--- config.mk ---
export PLATFORM = sky130hd
export DESIGN_NAME = wb_regfile
export DESIGN_NICKNAME = d
export VERILOG_FILES = /design/src/rtl/mips_pkg.sv /design/src/rtl/regfile_core.sv /design/src/rtl/wb_regfile.sv
export SDC_FILE = /design/constraint.sdc
export NUM_CORES = 2
export LEC_CHECK = 0
export ABC_CLOCK_PERIOD_IN_PS = 1500
export BUFFER_PORTS_ARGS = -buffer_cell sky130_fd_sc_hd__buf_2
export CORE_ASPECT_RATIO = 0.7
export CORE_MARGIN = 3
export CORE_UTILIZATION = 30
export CTS_CLUSTER_DIAMETER = 60
export CTS_CLUSTER_SIZE = 20
export DETAILED_ROUTE_END_ITERATION = 16
export GPL_ROUTABILITY_DRIVEN = 0
export SKIP_CTS_REPAIR_TIMING = 1
export SLEW_MARGIN = 10
export SYNTH_ARGS = -nofsm -noshare
export SYNTH_HDL_FRONTEND = slang
export SYNTH_SLANG_ARGS = --single-unit
--- constraint.sdc ---
create_clock -name clk -period 1.5 [get_ports clk]
set_input_delay 0.15 -clock clk [delete_from_list [all_inputs] [get_ports clk]]
set_output_delay 0.15 -clock clk [all_outputs]
set_load 0.005 [all_outputs]
--- src/rtl/mips_pkg.sv ---
// rtl/mips_pkg.sv - shared MIPS pipeline constants and word/address types
package mips_pkg;
  localparam int DATA_W     = 32;
  localparam int REG_ADDR_W = 5;
  localparam int NUM_REGS   = 32;

  typedef logic [REG_ADDR_W-1:0] reg_addr_t;
  typedef logic [DATA_W-1:0]     word_t;
endpackage

--- src/rtl/regfile_core.sv ---
// rtl/regfile_core.sv - architectural register storage, one write port, two combinational read ports
module regfile_core #(
  parameter int DATA_W   = 32,
  parameter int NUM_REGS = 32
) (
  input  logic              clk,
  input  logic              rst_n,
  input  logic              we_i,
  input  logic [4:0]        waddr_i,
  input  logic [DATA_W-1:0] wdata_i,
  input  logic [4:0]        raddr1_i,
  input  logic [4:0]        raddr2_i,
  output logic [DATA_W-1:0] rdata1_o,
  output logic [DATA_W-1:0] rdata2_o
);
  import mips_pkg::*;

  localparam reg_addr_t ZERO_REG = '0;

  logic [DATA_W-1:0] regs_q [NUM_REGS];

  // Entry 0 is never written, so it stays at its reset value; reads mask it anyway.
  always_ff @(posedge clk or negedge rst_n) begin
    if (!rst_n) begin
      for (int i = 0; i < NUM_REGS; i++) begin
        regs_q[i] <= '0;
      end
    end else if (we_i && (waddr_i != ZERO_REG)) begin
      regs_q[waddr_i] <= wdata_i;
    end
  end

  assign rdata1_o = (raddr1_i == ZERO_REG) ? '0 : regs_q[raddr1_i];
  assign rdata2_o = (raddr2_i == ZERO_REG) ? '0 : regs_q[raddr2_i];
endmodule

--- src/rtl/wb_regfile.sv ---
// rtl/wb_regfile.sv - MIPS write-back stage and register file; WB_BYPASS_EN enables same-cycle write-to-read bypass
module wb_regfile #(
  parameter int DATA_W   = 32,
  parameter int NUM_REGS = 32,
  parameter int CNT_W    = 32
) (
  input  logic              clk,
  input  logic              rst_n,
  input  logic [DATA_W-1:0] aluresult,
  input  logic [DATA_W-1:0] memreadresult,
  input  logic [4:0]        rd,
  input  logic              Regwrite,
  input  logic              MemtoReg,
  input  logic [4:0]        rs,
  input  logic [4:0]        rt,
  output logic [DATA_W-1:0] readdata1,
  output logic [DATA_W-1:0] readdata2,
  output logic [DATA_W-1:0] wbdata,
  output logic              wbvalid,
  output logic [CNT_W-1:0]  wbcount
);
  import mips_pkg::*;

  localparam reg_addr_t ZERO_REG = '0;

  logic [DATA_W-1:0] core_rdata1;
  logic [DATA_W-1:0] core_rdata2;
  logic [CNT_W-1:0]  wbcount_q;
  logic [CNT_W-1:0]  wbcount_d;

  assign wbdata  = MemtoReg ? memreadresult : aluresult;
  assign wbvalid = Regwrite && (rd != ZERO_REG);

  regfile_core #(
    .DATA_W   (DATA_W),
    .NUM_REGS (NUM_REGS)
  ) u_core (
    .clk      (clk),
    .rst_n    (rst_n),
    .we_i     (wbvalid),
    .waddr_i  (rd),
    .wdata_i  (wbdata),
    .raddr1_i (rs),
    .raddr2_i (rt),
    .rdata1_o (core_rdata1),
    .rdata2_o (core_rdata2)
  );

`ifdef WB_BYPASS_EN
  // wbvalid already excludes rd == 0, so register 0 can never be bypassed.
  assign readdata1 = (wbvalid && (rs == rd)) ? wbdata : core_rdata1;
  assign readdata2 = (wbvalid && (rt == rd)) ? wbdata : core_rdata2;
`else
  assign readdata1 = core_rdata1;
  assign readdata2 = core_rdata2;
`endif

  always_comb begin
    wbcount_d = wbcount_q;
    if (wbvalid) begin
      wbcount_d = wbcount_q + CNT_W'(1);
    end
  end

  always_ff @(posedge clk or negedge rst_n) begin
    if (!rst_n) begin
      wbcount_q <= '0;
    end else begin
      wbcount_q <= wbcount_d;
    end
  end

  assign wbcount = wbcount_q;
endmodule

==> flow_metrics.env <==
export IMPL_drc=0
export IMPL_dp_slack_ns=-1.13
export IMPL_p_int_w=0.0604
export IMPL_worstSetupEndpointType="primary output"
export IMPL_nFillCells=16680
export IMPL_areaGrowthSynthToFinish_pct=33.4
export IMPL_yosys_area_top_type="dfrtp_1"
export IMPL_swShare_pct=32.4
export IMPL_p_per_area_nw_per_um2=1220
export IMPL_finalSetupViolations=143
export IMPL_wl_per_cell_um=27.1
export IMPL_synthMuxAreaShare_pct=22.6
export IMPL_period_needed_ns=2.70
export IMPL_first_iter_violations=5084
export IMPL_synthAdderAreaFrac_pct=0.0228
export IMPL_seqPwrFrac_pct=44.2
export IMPL_grt_total_usage_pct=22.7
export IMPL_yosysWarnings=0
export IMPL_syn_area_um2=54900
export IMPL_antenna_found_initial=10
export IMPL_synth_compound_area_share_pct=13.6
export IMPL_violations="hold timing, setup timing"
export IMPL_avgSynthCellArea_um2=11.1
export IMPL_power_share_clock_pct=27.3
export IMPL_finClkSkew_ns=0.0291
export IMPL_netSwitchingPower_w=0.0290
export IMPL_start_util_pct=30.4
export IMPL_seq_area_um2=26400
export IMPL_ys_flop_type="dfrtp_1"
export IMPL_hold_ws_ns=-0.0323
export IMPL_hold_violations=29
export IMPL_port_buffers=211
export IMPL_cp_max_fo=3
export IMPL_cts_buffers=84
export IMPL_nNetsFinal=5825
export IMPL_slew_headroom_pct=12.7
export IMPL_yosys_area_share_simple_pct=10.0
export IMPL_core_area_um2=181000
export IMPL_ios=212
export IMPL_clockRootBuffer="clkbuf_16"
export IMPL_layout_setup_ws_ns=-1.20
export IMPL_post_synth_num_cell_types=49
export IMPL_globalRouteOverflowTotal=0
export IMPL_vias=46120
export IMPL_final_layout_size_suffix_gt1_share_pct=37.3
export IMPL_multi_input_area_um2=28000
export IMPL_cts_sinks=1056
export IMPL_hold_class="primary input to flop"
export IMPL_total_power_w=0.0895
export IMPL_irDropWorstVdd_v=0.000871
export IMPL_grt_pass1_wl_um=316000
export IMPL_final_max_slew_viol_count=0
export IMPL_synthXorXnorAreaFrac_pct=0.495
export IMPL_fmax_mhz=371
export IMPL_postRouteWirelength_um=224000
export IMPL_status="complete, but fails checks"
export IMPL_hpwl_um=153000
export IMPL_period_share_pct=180
export IMPL_drv_cap=0
export IMPL_synth_top_family_by_area="multiplexers"
export IMPL_start_kind="flop"
export IMPL_yosysSeqAreaShare_pct=48.1
export IMPL_rows=130
export IMPL_synth_net_count=5030
export IMPL_synthDominantCellAreaShare_pct=48.1
export IMPL_grt_max_degree=74
export IMPL_power_leakage_nw=31.5
export IMPL_die_area_um2=188000
export IMPL_synth_edff_count=0
export IMPL_clk_path_buf_depth=3
export IMPL_clkSlewWorstSetupHoldPaths_ns=0.08
export IMPL_worst_slew_pin_slew_ns=1.31
export IMPL_die_w_um=517
export IMPL_grt_pass1_vias=44752
export IMPL_post_drt_via_cell_ratio=5.59
export IMPL_comb_power_share_pct=28.5
export IMPL_synth_area_leaders="dfrtp_1 48%, mux4_2 18%, a21oi_1 5.5%"
export IMPL_dr_pass1_iters=6
export IMPL_crit_type="flop to primary output"
export IMPL_grt_setup_unrepaired="true"
export IMPL_clock_latency_ns=0.73
export IMPL_synthCells=4946
export IMPL_synth_seq_cells=1056
export IMPL_cts_tree="yes"
export IMPL_critPathRequiredTime_ns=1.35
export IMPL_die_height_um=364
export IMPL_htree_levels=3
export IMPL_cp_arrival_ns=2.55
export IMPL_ant_nets=0
export IMPL_async_flop_share_pct=100
## flip-flops by register name (all words and copies together) (netlist names)
register       cells
u_core.regs_q   1024
wbcount           32
## critical path, cell delays in order, from the launching register on
cell      delay [ns]
dfrtp_1         0.39
mux4_2          0.24
mux2_2          0.15
o21ai_1         0.07
a311oi_1        0.71
buf_2           0.26
## placed cells by master (no fill, tap or decap), types with 9 or more instances in the layout
master,Yosys,layout
a211oi_2,0,46
o21ai_4,0,22
buf_12,0,254
nor2_1,614,609
a21oi_1,608,608
o21ai_0,355,345
o2111ai_1,47,36
a311oi_4,0,14
mux4_2,448,448
xnor2_1,10,10
a221oi_1,17,13
nor2_4,0,10
dlygate4sd3_1,0,48
o2111ai_2,1,11
nor2b_4,1,18
a22oi_1,64,55
a311oi_2,0,22
nor3_4,11,19
nand2_1,492,492
mux2_4,0,41
mux2i_1,160,128
a22oi_2,0,9
clkinv_8,0,16
inv_6,0,14
nand4_1,11,11
clkbuf_16,0,88
o21ai_1,110,64
dfrtp_1,1056,1054
xor2_1,21,21
inv_1,33,32
a211oi_4,0,11
mux2i_4,0,29
mux2_2,64,23
buf_4,60,703
o21ai_2,1,35
nand3_4,0,10
buf_6,33,81
a311oi_1,64,28
nor2b_1,72,51
buf_2,144,153
## stage by stage
step	cells	utilization [%]	setup TNS [ns]	hold WS, ns	instance area [um2]
finish	8251	40.5	-75.56	-0.0323	73300
global route	8247	40.5	-82.50	-0.00249	73200
CTS	8130	38.7	-81.35	-0.656	70000
detailed placement	7982	37.1	-108.03	0.114	67100
global placement	7982	37.1	-93.67	0.113	67100
floorplan	4946	-	-0.726	-0.146	55200
## per-layer routing
metal / routed length (um) / vias up / global-route usage, %
li1: - / 19550 / -
met2: 99000 / 2560 / 33.9
met5: 0 / - / 0
met3: 22500 / 473 / 5.79
met4: 9580 / 0 / 8.78
met1: 92900 / 23537 / 31.7
## cells by family (layout without fill, tap and decap cells)
family	after synthesis	in the layout
AND/OR/NAND/NOR	1281	1281
adder cells (fa/ha/maj)	1	1
XOR/XNOR	31	31
multiplexers	672	672
AO/OA/AOI/OAI	1331	1331
flip-flops	1056	1056
buffers and inverters	574	1431
other	0	6
## power groups by stage
stage | sequential (W) | clock (W) | combinational [W]
2_1_floorplan | 0.0382 | 0 | 0.0138
3_3_place_gp | 0.0393 | 0 | 0.0223
3_5_place_dp | 0.0397 | 0 | 0.0229
4_1_cts | 0.0392 | 0.0248 | 0.0230
5_1_grt | 0.0401 | 0.0258 | 0.0275
6_report | 0.0395 | 0.0244 | 0.0255
## worst paths after layout
check	from	end	slack (ns)	cells after the start
min in group asynchronous	rst_n	u_core.regs_q[242]	0.02	2
max in group asynchronous	rst_n	u_core.regs_q[359]	0.61	3
worst max register to register	wbcount[0]	wbcount[22]	-0.13	5
worst min-delay path	aluresult[1]	u_core.regs_q[417]	-0.03	4
worst min register to register	u_core.regs_q[1015]	u_core.regs_q[1015]	0.40	0
worst max-delay path	u_core.regs_q[912]	readdata1[16]	-1.20	5
## layout make-up
cell class | instances | area share (%)
diodes | 6 | 0.0205
clock buffers | 93 | 3.01
clock inverters | 55 | 0.994
inverters | 36 | 0.200
multi-input cells | 3316 | 38.2
flip-flops and latches | 1056 | 36.1
well taps | 2442 | 4.17
repair buffers | 1247 | 17.3
## cell usage after synthesis, types with 2 or more instances
cell	instances
clkbuf_1	290
a22oi_1	64
or4_4	3
xnor2_1	10
and2_1	3
buf_1	10
nand2_1	492
a21oi_1	608
mux2i_1	160
and3_1	3
dfrtp_1	1056
or2_1	2
o2111ai_1	47
buf_2	144
mux4_2	448
nand4_1	11
buf_4	60
a211oi_1	64
buf_6	33
nand4_2	3
and4_1	6
nor3_1	10
nor3_4	11
nor2_1	614
nor3b_1	3
a221oi_1	17
o21ai_1	110
nand2_4	2
o21ai_0	355
nand2b_1	8
nand3_1	17
nor4_4	4
nor4_1	2
nor2_2	8
a311oi_1	64
mux2_2	64
xor2_1	21
inv_2	3
nor4b_2	3
nor2b_1	72
inv_1	33
(Power assumes the default switching activity.)
